[src/rtl/ex_branch_resolve.sv]
// ----------------------------------------------------------------------------
// ex_branch_resolve
//
// Execute-stage branch resolution and EX/MEM pipeline register.
//   - Resolves conditional branches and jumps against the prediction carried
//     with the instruction; raises RedirectE/FlushDE with RedirectPCE on a
//     mispredict (combinational, same cycle as the instruction in EX).
//   - Holds a 2-bit saturating BHT indexed by PC[BHT_IDX_W+1:2]; fetch reads
//     it through PCF/PredTakenF, execute updates it for fired branches.
//   - Registers the EX values into the M stage unless StallM is high.
//   - Counts resolved branches/jumps and mispredicts (saturating).
//
// Ports:
//   clk, rst_n                 clock, asynchronous active-low reset
//   PCF / PredTakenF           fetch-side BHT lookup
//   ValidE..RegWriteE, StallM  EX-stage instruction and M-stage back-pressure
//   RedirectE/RedirectPCE/FlushDE  mispredict redirect to fetch and hazard unit
//   ValidM..RdM                registered EX/MEM copies
//   BrCount, MispCount         performance counters
//
// Configuration macro: BRANCH_PRED_EN
//   defined   -> BHT present, PredTakenE honoured
//   undefined -> no BHT, PredTakenF = 0, PredTakenE treated as 0
// ----------------------------------------------------------------------------
module ex_branch_resolve #(
  parameter int BHT_IDX_W = 6,
  parameter int CNT_W     = 32
) (
  input  logic              clk,
  input  logic              rst_n,
  input  logic [31:0]       PCF,
  output logic              PredTakenF,
  input  logic              ValidE,
  input  logic              BranchE,
  input  logic              JumpE,
  input  logic              ZeroE,
  input  logic              PredTakenE,
  input  logic [31:0]       PCE,
  input  logic [31:0]       PCTargetE,
  input  logic [31:0]       PCPlus4E,
  input  logic [31:0]       ALUResultE,
  input  logic [31:0]       WriteDataE,
  input  logic [4:0]        RdE,
  input  logic              RegWriteE,
  input  logic              StallM,
  output logic              RedirectE,
  output logic [31:0]       RedirectPCE,
  output logic              FlushDE,
  output logic              ValidM,
  output logic              RegWriteM,
  output logic [31:0]       ALUResultM,
  output logic [31:0]       WriteDataM,
  output logic [31:0]       PCPlus4M,
  output logic [4:0]        RdM,
  output logic [CNT_W-1:0]  BrCount,
  output logic [CNT_W-1:0]  MispCount
);

  localparam int BHT_N = 2**BHT_IDX_W;

  function automatic logic [1:0] sat_inc2(input logic [1:0] v);
    if (v == 2'b11) return v;
    else            return v + 2'b01;
  endfunction

  function automatic logic [1:0] sat_dec2(input logic [1:0] v);
    if (v == 2'b00) return v;
    else            return v - 2'b01;
  endfunction

  function automatic logic [CNT_W-1:0] sat_inc_cnt(input logic [CNT_W-1:0] v);
    if (v == {CNT_W{1'b1}}) return v;
    else                    return v + {{(CNT_W-1){1'b0}}, 1'b1};
  endfunction

  logic fire_s, pred_e_s, taken_s, ctrl_s, misp_s;

  assign fire_s  = ValidE & ~StallM;
`ifdef BRANCH_PRED_EN
  assign pred_e_s = PredTakenE;
`else
  // Static not-taken: a carried prediction bit is meaningless here.
  assign pred_e_s = 1'b0;
`endif
  assign taken_s = JumpE | (BranchE & ZeroE);
  assign ctrl_s  = BranchE | JumpE;
  assign misp_s  = ctrl_s & (taken_s != pred_e_s);

  assign RedirectE   = fire_s & misp_s;
  assign RedirectPCE = taken_s ? PCTargetE : PCPlus4E;
  assign FlushDE     = RedirectE;

`ifdef BRANCH_PRED_EN
  logic [1:0]           bht_q [BHT_N];
  logic [1:0]           bht_d [BHT_N];
  logic [BHT_IDX_W-1:0] idx_f_s, idx_e_s;
  logic                 unused_pc_s;

  assign idx_f_s     = PCF[BHT_IDX_W+1:2];
  assign idx_e_s     = PCE[BHT_IDX_W+1:2];
  assign unused_pc_s = ^{PCF[31:BHT_IDX_W+2], PCF[1:0], PCE[31:BHT_IDX_W+2], PCE[1:0]};

  // Read the registered table only: same-cycle updates are not bypassed.
  assign PredTakenF = bht_q[idx_f_s][1];

  // Next BHT state: train the EX entry on a fired conditional branch.
  always_comb begin
    bht_d = bht_q;
    if (fire_s && BranchE) begin
      if (taken_s) bht_d[idx_e_s] = sat_inc2(bht_q[idx_e_s]);
      else         bht_d[idx_e_s] = sat_dec2(bht_q[idx_e_s]);
    end else begin
      bht_d = bht_q;
    end
  end

  // BHT storage, reset to weakly not-taken.
  always_ff @(posedge clk or negedge rst_n) begin
    if (!rst_n) begin
      for (int i = 0; i < BHT_N; i++) bht_q[i] <= 2'b01;
    end else begin
      bht_q <= bht_d;
    end
  end
`else
  logic unused_pred_s;
  assign unused_pred_s = ^{PCF, PCE, PredTakenE};
  assign PredTakenF    = 1'b0;
`endif

  logic              valid_m_q, valid_m_d, regwrite_m_q, regwrite_m_d;
  logic [31:0]       alu_m_q, alu_m_d, wdata_m_q, wdata_m_d, pc4_m_q, pc4_m_d;
  logic [4:0]        rd_m_q, rd_m_d;
  logic [CNT_W-1:0]  br_cnt_q, br_cnt_d, misp_cnt_q, misp_cnt_d;

  // EX/MEM capture and counter next-state.
  always_comb begin
    valid_m_d    = valid_m_q;
    regwrite_m_d = regwrite_m_q;
    alu_m_d      = alu_m_q;
    wdata_m_d    = wdata_m_q;
    pc4_m_d      = pc4_m_q;
    rd_m_d       = rd_m_q;
    br_cnt_d     = br_cnt_q;
    misp_cnt_d   = misp_cnt_q;
    if (!StallM) begin
      valid_m_d    = ValidE;
      regwrite_m_d = ValidE & RegWriteE;
      alu_m_d      = ALUResultE;
      wdata_m_d    = WriteDataE;
      pc4_m_d      = PCPlus4E;
      rd_m_d       = RdE;
    end else begin
      valid_m_d    = valid_m_q;
    end
    if (fire_s && ctrl_s) begin
      br_cnt_d = sat_inc_cnt(br_cnt_q);
      if (misp_s) misp_cnt_d = sat_inc_cnt(misp_cnt_q);
      else        misp_cnt_d = misp_cnt_q;
    end else begin
      br_cnt_d = br_cnt_q;
    end
  end

  // EX/MEM register and counters.
  always_ff @(posedge clk or negedge rst_n) begin
    if (!rst_n) begin
      valid_m_q    <= 1'b0;
      regwrite_m_q <= 1'b0;
      alu_m_q      <= 32'h0;
      wdata_m_q    <= 32'h0;
      pc4_m_q      <= 32'h0;
      rd_m_q       <= 5'h0;
      br_cnt_q     <= {CNT_W{1'b0}};
      misp_cnt_q   <= {CNT_W{1'b0}};
    end else begin
      valid_m_q    <= valid_m_d;
      regwrite_m_q <= regwrite_m_d;
      alu_m_q      <= alu_m_d;
      wdata_m_q    <= wdata_m_d;
      pc4_m_q      <= pc4_m_d;
      rd_m_q       <= rd_m_d;
      br_cnt_q     <= br_cnt_d;
      misp_cnt_q   <= misp_cnt_d;
    end
  end

  assign ValidM     = valid_m_q;
  assign RegWriteM  = regwrite_m_q;
  assign ALUResultM = alu_m_q;
  assign WriteDataM = wdata_m_q;
  assign PCPlus4M   = pc4_m_q;
  assign RdM        = rd_m_q;
  assign BrCount    = br_cnt_q;
  assign MispCount  = misp_cnt_q;

endmodule

[config.mk]
export PLATFORM = sky130hd
export DESIGN_NAME = ex_branch_resolve
export DESIGN_NICKNAME = d
export VERILOG_FILES = /design/src/rtl/ex_branch_resolve.sv
export SDC_FILE = /design/constraint.sdc
export NUM_CORES = 1
export LEC_CHECK = 0
export BUFFER_PORTS_ARGS = -buffer_cell sky130_fd_sc_hd__clkbuf_2
export CAP_MARGIN = 10
export CORE_AREA = 2 2 159 161
export CTS_BUF_LIST = sky130_fd_sc_hd__clkbuf_4
export DETAILED_ROUTE_END_ITERATION = 16
export DIE_AREA = 0 0 161 163
export HOLD_SLACK_MARGIN = 0.1
export SETUP_SLACK_MARGIN = 0.3
export SLEW_MARGIN = 20
export SYNTH_ARGS = -nofsm -noshare
export SYNTH_HDL_FRONTEND = slang
export SYNTH_SLANG_ARGS = --single-unit
[constraint.sdc]
create_clock -name clk -period 2.7 [get_ports clk]
set_input_delay 0.405 -clock clk [delete_from_list [all_inputs] [get_ports clk]]
set_output_delay 0.405 -clock clk [all_outputs]
set_load 0.02 [all_outputs]
# After elaboration in Yosys (flattened, before gate mapping)
# Cells that the tools add are included.
# word_totals
wordCells	26
mem_count	0
mem_bits_rw	0
reg_bits	167
latch_bits	0
mem_bits_ro	0
# op_classes
muxes	1
bitwise	10
magnitude_cmp	0
n_eq_ne	2
multipliers	0
reduce_logical	3
shifts	0
div_mod_pow	0
add_sub_neg	2
# ops
op	n
32-bit by 1-bit adder with 32-bit output (second input constant)	2
32-bit equality test (second input constant)	2
32-bit 2-to-1 mux	1
1-bit AND	5
1-bit NOT	3
3-bit AND reduction	1
1-bit bitwise OR	2
2-bit AND reduction	1
1-bit logical AND	1

# Longest topological paths before layout
# Gate-level depths: netlist (run 1).
# logic_depth
ltp_word	4
mapped_depth	8
depth_no_buf	6

# Worst setup path after synthesis (run 1)
# No wires, ideal clock.
# synth_path
path_type	input port to output port
start	input BranchE
end	output RedirectPCE[10]
setup_slack_ns	0.613
cell_stages	4
n_path_buf	2
t_arrival_ns	1.682
path_cell_list	a21oi_1 > clkbuf_1 > clkbuf_1 > mux2_2
# synth_between
elab_chain_cells	3
# synth_rtl
item	line	source
from (decl)	34	input logic BranchE,
1-bit AND	85	assign taken_s = JumpE | (BranchE & ZeroE);
1-bit bitwise OR	85	
32-bit 2-to-1 mux	90	assign RedirectPCE = taken_s ? PCTargetE : PCPlus4E;
to (decl)	47	output logic [31:0] RedirectPCE,
# No other way between the ends.

# Final worst setup path (run 1)
# layout_path
start	register misp_cnt_q[9] (netlist: MispCount[9])
end	register misp_cnt_q[1] (netlist: MispCount[1])
# layout_between
elab_chain_cells	3
# layout_rtl
item	line	source
from (decl)	134	logic [CNT_W-1:0] br_cnt_q, br_cnt_d, misp_cnt_q, misp_cnt_d;
from (signal assigned)	175	misp_cnt_q <= {CNT_W{1'b0}};
from (signal assigned)	184	misp_cnt_q <= misp_cnt_d;
32-bit equality test	72	if (v == {CNT_W{1'b1}}) return v;
1-bit NOT (no source line)	n/a	
3-bit AND reduction (no source line)	n/a	
# No other way between the ends.
# A chain may end at the register's enable or synchronous reset.

==> impl_metrics.py, run 1 <==
metrics = {
    "status": {
        "outcome": "complete, no violations",
    },
    "detailed_routing": {
        "routed_via_density": 4.45,
        "vias": 5961,
        "ant_nets": 0,
        "first_iter_violations": 343,
        "drcViolationCount": 0,
        "detail_route.wl_per_cell_um": 15.5,
        "drt-pass1-iter-count": 4,
        "wirelength_um": 20800,
    },
    "global_routing": {
        "grt_antenna_before_repair": 0,
        "grt_overflow_total": 0,
        "grt_max_degree": 105,
        "grt_use_total_pct": 15.5,
        "grt_pass1_wl_um": 32400,
        "grt_pass1_vias": 6163,
    },
    "die": {
        "io_pins": 408,
        "core-area_sq_mm": 0.0247,
        "die_y_um": 163,
        "fp-row-count": 58,
        "initial_core_util_pct": 29.7,
        "fp.dieArea_sq_mm": 0.0262,
        "die_x_um": 161,
    },
    "timing": {
        "period_share_pct": 81.2,
        "tightest_slew_ps": 590,
        "max_freq_mhz": 456,
        "fin_ws_ps": 508,
        "slew_headroom_pct": 60.3,
        "finalHoldViolCount": 0,
        "fin_tns_setup_ps": 0,
        "setup_viol": 0,
        "skew_ps": 29.6,
        "rsz0062_at_grt": "false",
        "slew_violations": 0,
        "hold_slack_ps": 228,
        "fin_crit_ps": 2190,
    },
    "worst_hold_path": {
        "hold_class": "in -> reg",
    },
    "critical_path": {
        "path_max_fanout": 6,
        "rrSetupSlack_ps": 510,
        "worstSetupEndpointType": "flop",
        "max_stage_delay_ps": 470,
        "arrival_ps": 2620,
        "cp_cell_sequence": "nand4_1, nor3_2, nand4_1, nand2_1, mux2_2",
        "start_kind": "flop",
        "crit_slowest_cell": "dfrtp_1",
        "crit_top_cell": "nand4_1",
        "worst-endpoint-required_ps": 3130,
        "worstSetupPathType": "reg -> reg",
    },
    "power_and_ir_drop": {
        "internal-power_mw": 3.82,
        "p_leak_nw": 5.18,
        "pwr-share-comb_pct": 24.4,
        "ir_drop_mv": 0.288,
        "power_density_mw_per_mm2": 533,
        "p_clk_share_pct": 24.7,
        "p_sw_share_pct": 33.4,
        "p_sw_mw": 1.92,
        "seq_power_share_pct": 50.9,
    },
    "synthesis": {
        "syn_area_sq_mm": 0.00732,
        "yosysSeqAreaShare_pct": 57.1,
        "avgSynthCellArea_sq_um": 13.4,
        "synth_flop_cell": "dfrtp_1",
        "synth_seq_cells": 167,
        "async_reset_ff_share_pct": 100,
        "syn_nets": 753,
        "syn_inst": 545,
        "synth-edff-count": 0,
        "ys.warnings.count": 0,
        "netlist-cell-type-count": 43,
    },
    "cts": {
        "tritoncts": "built",
        "clock_sinks": 167,
        "ctsResizeCount": 0,
        "clock_latency_ps": 540,
        "cts_inserted_buffers": 17,
        "clockBufferDepth": 2,
        "clk_pin_slew_worst_paths_ps": 140,
        "htree_levels": 4,
        "clockRootBuffer": "clkbuf_4",
    },
    "place": {
        "gp_congestion": 0.745,
        "place_ws_ps": 523,
        "dp_cells": 1204,
        "hpwl_um": 14500,
        "io_buffer_count": 341,
    },
    "final_layout": {
        "n_antenna_cell": 0,
        "drive_above_1_share_pct": 52.5,
        "nets": 1205,
        "final_cell_mix": "clkbuf_2 (339), dfrtp_1 (167), mux2_2 (135)",
        "multi_input_area_sq_mm": 0.00304,
        "layout_commonest_cell": "clkbuf_2",
        "utilization_pct": 43.6,
        "fillers": 2333,
        "seq_area_sq_mm": 0.00418,
        "area_growth_pct": 47.1,
        "stdcell_count": 1340,
    },
    "flow_run": {
        "drv_cap": 0,
    },
}
cell usage after synthesis (2+ instances only):
cell type | instances | area (sq um)
a21oi_1 | 3 | 15.0
nor2_1 | 16 | 60.1
dfrtp_1 | 167 | 4180
nand4_1 | 21 | 131
nand2_1 | 23 | 86.3
nand3_1 | 35 | 175
xnor2_1 | 45 | 394
and3_1 | 18 | 113
clkbuf_1 | 16 | 60.1
buf_2 | 2 | 10.0
nor4_1 | 4 | 25.0
and4_1 | 5 | 43.8
buf_4 | 2 | 15.0
inv_1 | 3 | 11.3
or4_1 | 2 | 15.0
xor2_1 | 13 | 114
buf_6 | 2 | 22.5
mux2_2 | 135 | 1520
and2_1 | 2 | 12.5
ha_1 | 2 | 25.0
nor3_1 | 7 | 35.0
power by group through the flow:
stage	Combinational (mW)	Sequential, mW	Clock (mW)
floorplan	0.441	3.23	0
global placement	1.28	2.95	0
detailed placement	1.29	2.96	0
CTS	1.42	2.92	1.51
global route	1.50	2.96	1.61
finish	1.40	2.92	1.42
final cells by class:
cell class	count	share of cell area, %
repair buffers	455	26.6
multi-input cells	353	28.2
well taps	330	3.83
flip-flops and latches	167	38.8
clock buffers	18	1.25
inverters	3	0.105
clock inverters	14	1.16
kinds of logic (layout without fill, tap and decap cells):
group | after synthesis | in the layout | share of synthesized area [%]
compound gates | 11 | 11 | 1.67
other cells | 1 | 1 | 0.0512
flops | 167 | 167 | 57.1
fa+ha+maj | 2 | 2 | 0.342
mux | 136 | 136 | 20.9
simple gates | 145 | 145 | 11.4
xor+xnor | 58 | 58 | 6.94
buf+inv | 25 | 490 | 1.62
registers in the layout, indices dropped and copies added (netlist names):
signal and cells:
WriteDataM 32, MispCount 32, PCPlus4M 32, ALUResultM 32
RegWriteM 1, RdM 5, BrCount 32, ValidM 1
timing repair:
action | 4_1_cts | 5_1_grt
hold endpoints to repair | 149 | 0
setup endpoints to repair | 0 | 0
buffers inserted | 0 | 0
hold buffers | 104 | 0
metal layers:
layer,GRT usage [%],part of all wire [%],vias up
li1,-,-,2853
met1,19.5,44,2918
met2,26.9,50,181
met3,4.15,5.2,9
met4,3.33,0.72,0
met5,0,0,-
stage by stage:
| stage | power, mW | instance area (sq um) |
|---|---|---|
| finish | 5.74 | 10800 |
| global route | 6.07 | 10800 |
| CTS | 5.84 | 10800 |
| detailed placement | 4.26 | 9470 |
| global placement | 4.24 | 9470 |
| floorplan | 3.67 | 7320 |
final timing paths:
path / from / to / depth (start not counted)
setup / recovery: MispCount[9] / MispCount[1] / 5
hold / removal: ValidE / ValidM / 3
setup reg to reg: MispCount[9] / MispCount[1] / 5
hold reg to reg: ValidM / ValidM / 2
max in group asynchronous: rst_n / RdM[1] / 3
min in group asynchronous: rst_n / BrCount[20] / 2
critical path, delay by kind of cell, from the launching register on:
family           cells  cell delay (ps)
AND/OR/NAND/NOR      4             1280
flip-flops           1              470
multiplexers         1              340
Power figures use the tool's default switching activity.
==> run 2, diff against run 1 <==
--- a/config.mk
+++ b/config.mk
@@ -7,10 +7,10 @@
 export LEC_CHECK = 0
 export BUFFER_PORTS_ARGS = -buffer_cell sky130_fd_sc_hd__clkbuf_2
 export CAP_MARGIN = 10
-export CORE_AREA = 2 2 159 161
+export CORE_AREA = 2 2 157 159
 export CTS_BUF_LIST = sky130_fd_sc_hd__clkbuf_4
 export DETAILED_ROUTE_END_ITERATION = 16
-export DIE_AREA = 0 0 161 163
+export DIE_AREA = 0 0 159 161
 export HOLD_SLACK_MARGIN = 0.1
 export SETUP_SLACK_MARGIN = 0.3
 export SLEW_MARGIN = 20
==> constraint.sdc (replaced) <==
create_clock -name clk -period 1.8 [get_ports clk]
set_input_delay 0.27 -clock clk [delete_from_list [all_inputs] [get_ports clk]]
set_output_delay 0.27 -clock clk [all_outputs]
set_load 0.02 [all_outputs]
==> run 2 against run 1 <==
Sequential power increased by 49%. Utilization grew 17 points. The flow now finishes with violations (negative setup slack). Count of clock-buffer cells in the layout up 1. Largest power group unchanged. Largest cell class is now non-clock buffers. Register-to-register slack worse by 590 ps. Hold slack worse by 44 ps. Clock power up 77%. Clock skew grew 0.68 ps. Sequential share of layout area down 9.5 points.
==> impl_metrics.py, run 2 (synthesis results as in run 1) <==
metrics = {
    "final_layout": {
        "drive_above_1_share_pct": 70.1,
        "final_cell_mix": "clkbuf_2 (231), dfrtp_1 (122), dlygate4sd3_1 (105)",
        "nets": 1396,
        "layout_commonest_cell": "clkbuf_2",
        "area_growth_pct": 97.4,
    },
    "critical_path": {
        "arrival_ps": 2320,
        "critPathLaunch": "BrCount[1]",
        "start_kind": "flop",
        "worstSetupEndpointType": "flop",
        "cp_cell_sequence": "and4_4, or4b_4, a211oi_4, nand3_1, xnor2_1",
        "worstSetupPathType": "reg -> reg",
        "max_stage_delay_ps": 490,
        "worst-endpoint-required_ps": 2240,
        "crit_slowest_cell": "or4b_4",
        "path_max_fanout": 6,
        "r2r_start": "BrCount[1]",
    },
    "detailed_routing": {
        "vias": 6932,
        "drcViolationCount": 0,
        "detail_route.wl_per_cell_um": 17.5,
        "wirelength_um": 26700,
        "ant_nets": 0,
        "first_iter_violations": 298,
        "drt-pass1-iter-count": 4,
        "routed_via_density": 4.54,
    },
    "place": {
        "hpwl_um": 16100,
        "io_buffer_count": 341,
        "gp_congestion": 0.760,
    },
    "power_and_ir_drop": {
        "internal-power_mw": 7.28,
        "seq_power_share_pct": 41.2,
        "pwr-share-comb_pct": 35.0,
        "p_leak_nw": 6.92,
        "power_density_mw_per_mm2": 730,
        "power.total_mw": 10.6,
        "ir_drop_mv": 0.369,
        "p_clk_share_pct": 23.8,
        "p_sw_share_pct": 31.0,
        "p_sw_mw": 3.27,
    },
    "timing": {
        "finalHoldViolCount": 0,
        "max_freq_mhz": 532,
        "period_share_pct": 104,
        "setup_viol": 13,
        "skew_ps": 30.2,
        "fin_crit_ps": 1880,
        "slew_violations": 0,
        "fin_ws_ps": -80.9,
        "hold_slack_ps": 184,
        "rsz0062_at_grt": "true",
    },
    "die": {
        "core-area_sq_mm": 0.0240,
        "io_pins": 408,
        "die_x_um": 159,
        "initial_core_util_pct": 30.6,
        "fp-row-count": 57,
        "die_y_um": 161,
        "fp.dieArea_sq_mm": 0.0256,
    },
    "global_routing": {
        "grt_max_degree": 77,
        "grt_pass1_wl_um": 40000,
        "grt_overflow_total": 0,
        "grt_pass1_vias": 7328,
        "grt_antenna_before_repair": 1,
        "grt_use_total_pct": 19.7,
    },
    "cts": {
        "htree_levels": 4,
        "clockRootBuffer": "clkbuf_4",
        "tritoncts": "built",
        "clock_sinks": 167,
        "clockBufferDepth": 2,
        "clock_latency_ps": 570,
        "clk_pin_slew_worst_paths_ps": 150,
        "cts_inserted_buffers": 17,
    },
    "worst_hold_path": {
        "hold_class": "in -> async",
    },
    "flow_run": {
        "drv_cap": 0,
    },
    "status": {
        "outcome": "complete, but fails checks",
        "violations": "negative setup slack",
    },
}
## run 2: final timing paths
kind                            cells past startpoint  slack [ps]             end
worst max-delay path                                5         -80     BrCount[31]
worst min-delay path                                2         180  ALUResultM[20]
worst max register to register                      5         -80     BrCount[31]
worst min register to register                      1         520   WriteDataM[6]
max in group asynchronous                           3         990    PCPlus4M[12]
min in group clk                                    4         260          ValidM
## run 2: timing repair
action	CTS	global route
hold endpoints to repair	270	0
buffers inserted	72	53
endpoints found under the setup margin	160	171
pin swaps	68	52
gates resized for setup	311	171
hold buffers	105	0
cloned	2	2
## run 2: through the flow
stage	setup TNS (ps)	setup WS [ps]	instance area [sq um]	std cells	util, %
after CTS	-26.8	-9.56	13600	1470	56.6
after detailed placement	-292	-69.3	10200	1259	42.5
final	-371	-80.9	14500	1526	60.3
after global placement	-399	-59.8	10200	1259	42.5
after floorplan	-268	-57.5	7590	545	-
after global routing	-1950	-188	14500	1526	60.3
## run 2: power by group through the flow
stage	combinational (mW)	clock (mW)	sequential [mW]
2_1_floorplan	0.738	0	4.86
3_3_place_gp	2.28	0	4.35
3_5_place_dp	2.31	0	4.36
4_1_cts	3.27	2.62	4.32
5_1_grt	3.89	2.79	4.40
6_report	3.69	2.51	4.35
## run 2: routing by layer
layer  up-vias  wire length (um)  GRT usage (%)
met5         -                 0              0
li1       3243                 -              -
met1      3420             10000           22.1
met2       229             14300           36.1
met4         0               722           6.24
met3        40              1640           5.86
## run 2: cell type report
class                           count  area (sq um)
Clock buffer                       19           143
Antenna cell                        1          2.50
Timing Repair Buffer              646          5760
Fill cell                        1890          9510
Clock inverter                     13           179
Sequential cell                   167          4240
Tap cell                          324           405
Inverter                            3          11.3
Multi-Input combinational cell    353          3720
## run 2: worst max-delay path: cells and delay by family (launching register included)
kind            cells  cell delay [ps]
simple gates        3              890
flops               1              390
compound gates      1              330
xor+xnor            1              150
==> run 3, diff against run 2 <==
--- a/config.mk
+++ b/config.mk
@@ -5,12 +5,13 @@
 export SDC_FILE = /design/constraint.sdc
 export NUM_CORES = 1
 export LEC_CHECK = 0
+export ABC_AREA = 1
 export BUFFER_PORTS_ARGS = -buffer_cell sky130_fd_sc_hd__clkbuf_2
 export CAP_MARGIN = 10
-export CORE_AREA = 2 2 157 159
+export CORE_AREA = 2 2 160 162
 export CTS_BUF_LIST = sky130_fd_sc_hd__clkbuf_4
 export DETAILED_ROUTE_END_ITERATION = 16
-export DIE_AREA = 0 0 159 161
+export DIE_AREA = 0 0 162 164
 export HOLD_SLACK_MARGIN = 0.1
 export SETUP_SLACK_MARGIN = 0.3
 export SLEW_MARGIN = 20
==> run 3 against run 2 <==
The flow now finishes without violations. Clock power shrank 6%. Utilization grew 0.75 points. Area after synthesis grew 17%. Count of clock-buffer cells in the layout shrank 1.
==> impl_metrics.py, run 3 <==
metrics = {
    "status": {
        "outcome": "complete, no violations",
    },
    "synthesis": {
        "yosysSeqAreaShare_pct": 48.9,
        "synthTopCellsByArea": "dfrtp_1 (49%), nand2_1 (28%), nor2_1 (4.4%), o21ai_0 (4.2%), nand3b_1 (2.4%)",
        "syn_nets": 1379,
        "synth-edff-count": 0,
        "yosysMostFrequentCell": "nand2_1",
        "synth_seq_cells": 167,
        "synth_flop_cell": "dfrtp_1",
        "ys_top_cells_by_count": "nand2_1 (647), dfrtp_1 (167), nor2_1 (100), o21ai_0 (72), inv_1 (50)",
        "ys.warnings.count": 0,
        "syn_inst": 1171,
        "synthDominantCellAreaShare_pct": 48.9,
        "syn_area_sq_mm": 0.00854,
        "avgSynthCellArea_sq_um": 7.29,
        "async_reset_ff_share_pct": 100,
        "netlist-cell-type-count": 29,
        "synth_top_area_cell": "dfrtp_1",
    },
    "die": {
        "fp-row-count": 58,
        "die_x_um": 162,
        "core-area_sq_mm": 0.0248,
        "initial_core_util_pct": 34.4,
        "die_y_um": 164,
        "io_pins": 408,
        "fp.dieArea_sq_mm": 0.0266,
    },
    "final_layout": {
        "drive_above_1_share_pct": 41.6,
        "final_cell_mix": "nand2_1 (578), clkbuf_2 (192), buf_4 (152)",
        "nets": 1995,
        "area_growth_pct": 77.5,
        "utilization_pct": 61.1,
        "layout_commonest_cell": "nand2_1",
    },
    "critical_path": {
        "worstSetupPathType": "reg -> reg",
        "critPathLaunch": "BrCount[18]",
        "rrSetupSlack_ps": 140,
        "r2r_start": "BrCount[18]",
        "start_kind": "flop",
        "worstSetupEndpointType": "flop",
        "crit_path_end": "BrCount[28]",
        "worst_r2r_path_depth": 10,
        "worst-endpoint-required_ps": 2320,
        "r2r-end": "BrCount[28]",
        "path_max_fanout": 8,
        "arrival_ps": 2180,
    },
    "timing": {
        "setup_viol": 0,
        "finalHoldViolCount": 0,
        "slew_violations": 0,
        "skew_ps": 33.7,
        "max_freq_mhz": 603,
        "tightest_slew_ps": 779,
        "period_share_pct": 92.1,
        "rsz0062_at_grt": "true",
        "fin_crit_ps": 1660,
        "fin_ws_ps": 142,
        "fin_tns_setup_ps": 0,
        "slew_headroom_pct": 48.1,
    },
    "power_and_ir_drop": {
        "p_clk_share_pct": 23.9,
        "seq_power_share_pct": 44.2,
        "internal-power_mw": 6.24,
        "p_leak_nw": 7.89,
        "ir_drop_mv": 0.461,
        "pwr-share-comb_pct": 31.9,
        "power_density_mw_per_mm2": 650,
        "power.total_mw": 9.86,
        "p_sw_mw": 3.62,
        "p_sw_share_pct": 36.7,
    },
    "detailed_routing": {
        "first_iter_violations": 607,
        "drt-pass1-iter-count": 8,
        "vias": 10200,
        "detail_route.wl_per_cell_um": 17.2,
        "wirelength_um": 36600,
        "routed_via_density": 4.78,
        "drcViolationCount": 0,
        "ant_nets": 0,
    },
    "cts": {
        "clk_pin_slew_worst_paths_ps": 190,
        "clock_sinks": 167,
        "tritoncts": "built",
        "clockRootBuffer": "clkbuf_4",
        "clockBufferDepth": 2,
        "clock_latency_ps": 610,
        "cts_inserted_buffers": 17,
        "htree_levels": 4,
    },
    "global_routing": {
        "grt_max_degree": 137,
        "groute.layer.met1.usage_pct": 31.4,
        "grt_pass1_wl_um": 51800,
        "grt_use_total_pct": 25.2,
        "globalRouteMet3Util_pct": 6.67,
        "grt_antenna_before_repair": 1,
        "grt_use_met2_pct": 41.8,
        "grt-busiest-layer": "met2",
        "grt_pass1_vias": 9636,
        "grt_overflow_total": 0,
    },
    "place": {
        "place_ws_ps": 16.7,
        "io_buffer_count": 341,
        "hpwl_um": 22400,
        "gp_congestion": 0.886,
    },
    "flow_run": {
        "drv_cap": 0,
    },
    "worst_hold_path": {
        "hold_class": "in -> async",
    },
}
[run 3: cell types whose count changed in the layout (fill, tap and decap cells not counted), moves of 45 or more]
cell	change
nor2_1	+46
mux2_2	-101
nand2_2	+56
inv_1	+45
nand2_1	+562
o21ai_0	+45
buf_4	+52
[run 3: final cells by class]
cell class	instances	area [sq um]
Antenna cell	1	2.50
Clock buffer	18	135
Clock inverter	14	155
Fill cell	2079	9660
Inverter	54	221
Multi-Input combinational cell	914	4490
Sequential cell	167	4220
Tap cell	330	413
Timing Repair Buffer	632	5510
Timing Repair inverter	1	8.76
[run 3: how the worst min path moves through the flow]
| stage | startpoint | endpoint | slack, ps |
|---|---|---|---|
| 5_1_grt | rst_n | BrCount[0] | 180 |
| 6_report | rst_n | BrCount[1] | 210 |
| 3_5_place_dp | rst_n | BrCount[5] | 180 |
| 4_1_cts | rst_n | BrCount[5] | 170 |
| 2_1_floorplan | rst_n | ALUResultM[0] | -30 |
| 3_3_place_gp | rst_n | BrCount[2] | 170 |
[run 3: critical path, stage by stage (launching register included)]
cell and delay (ps):
dfrtp_1 410, nand2_1 120, nor2_2 180, nand2_1 110
nor2_2 140, nand2_4 80, nand2_8 150, buf_12 130
buf_12 120, nand2_1 50, nand2_1 60
[run 3: cell families (layout without fill, tap and decap cells)]
| group | count (synthesis) | in the layout | share of synthesized area (%) |
|---|---|---|---|
| DFF | 167 | 167 | 48.9 |
| AOI/OAI and AO/OA | 74 | 74 | 4.34 |
| other | 1 | 2 | 0.0439 |
| adders and majority gates | 2 | 2 | 0.293 |
| buffers and inverters | 95 | 719 | 5.27 |
| and+or+nand+nor | 801 | 806 | 38.0 |
| xor gates and xnor gates | 31 | 31 | 3.18 |
[run 3: metal layers]
| layer | up-vias | part of all wire (%) | wire [um] |
|---|---|---|---|
| met2 | 436 | 49 | 17800 |
| met1 | 4830 | 40 | 14500 |
| met4 | 0 | 3.9 | 1440 |
| met3 | 98 | 7.8 | 2850 |
| li1 | 4825 | - | - |
| met5 | - | 0 | 0 |
[run 3: power groups by stage]
| stage | Clock (mW) | Combinational [mW] | Sequential [mW] |
|---|---|---|---|
| floorplan | 0 | 0.726 | 4.74 |
| global placement | 0 | 1.96 | 4.39 |
| CTS | 2.41 | 2.66 | 4.33 |
| finish | 2.36 | 3.15 | 4.36 |
| global route | 2.55 | 3.35 | 4.40 |
| detailed placement | 0 | 1.98 | 4.39 |
[run 3: metrics by stage]
| step | hold slack [ps] | instance area (sq um) | cells |
|---|---|---|---|
| after floorplan | -25.6 | 8600 | 1171 |
| final | 208 | 15200 | 2131 |
| after CTS | 168 | 13900 | 2078 |
| after detailed placement | 175 | 10900 | 1838 |
| after global routing | 184 | 15200 | 2131 |
| after global placement | 173 | 10900 | 1838 |
[run 3: repair_timing]
| action | in CTS | in global routing |
|---|---|---|
| hold endpoints to repair | 270 | 0 |
| hold buffers | 106 | 0 |
| gates resized for setup | 211 | 421 |
| gates cloned | 10 | 2 |
| endpoints found under the setup margin | 171 | 221 |
| setup buffers | 92 | 50 |
| pin swaps | 20 | 48 |
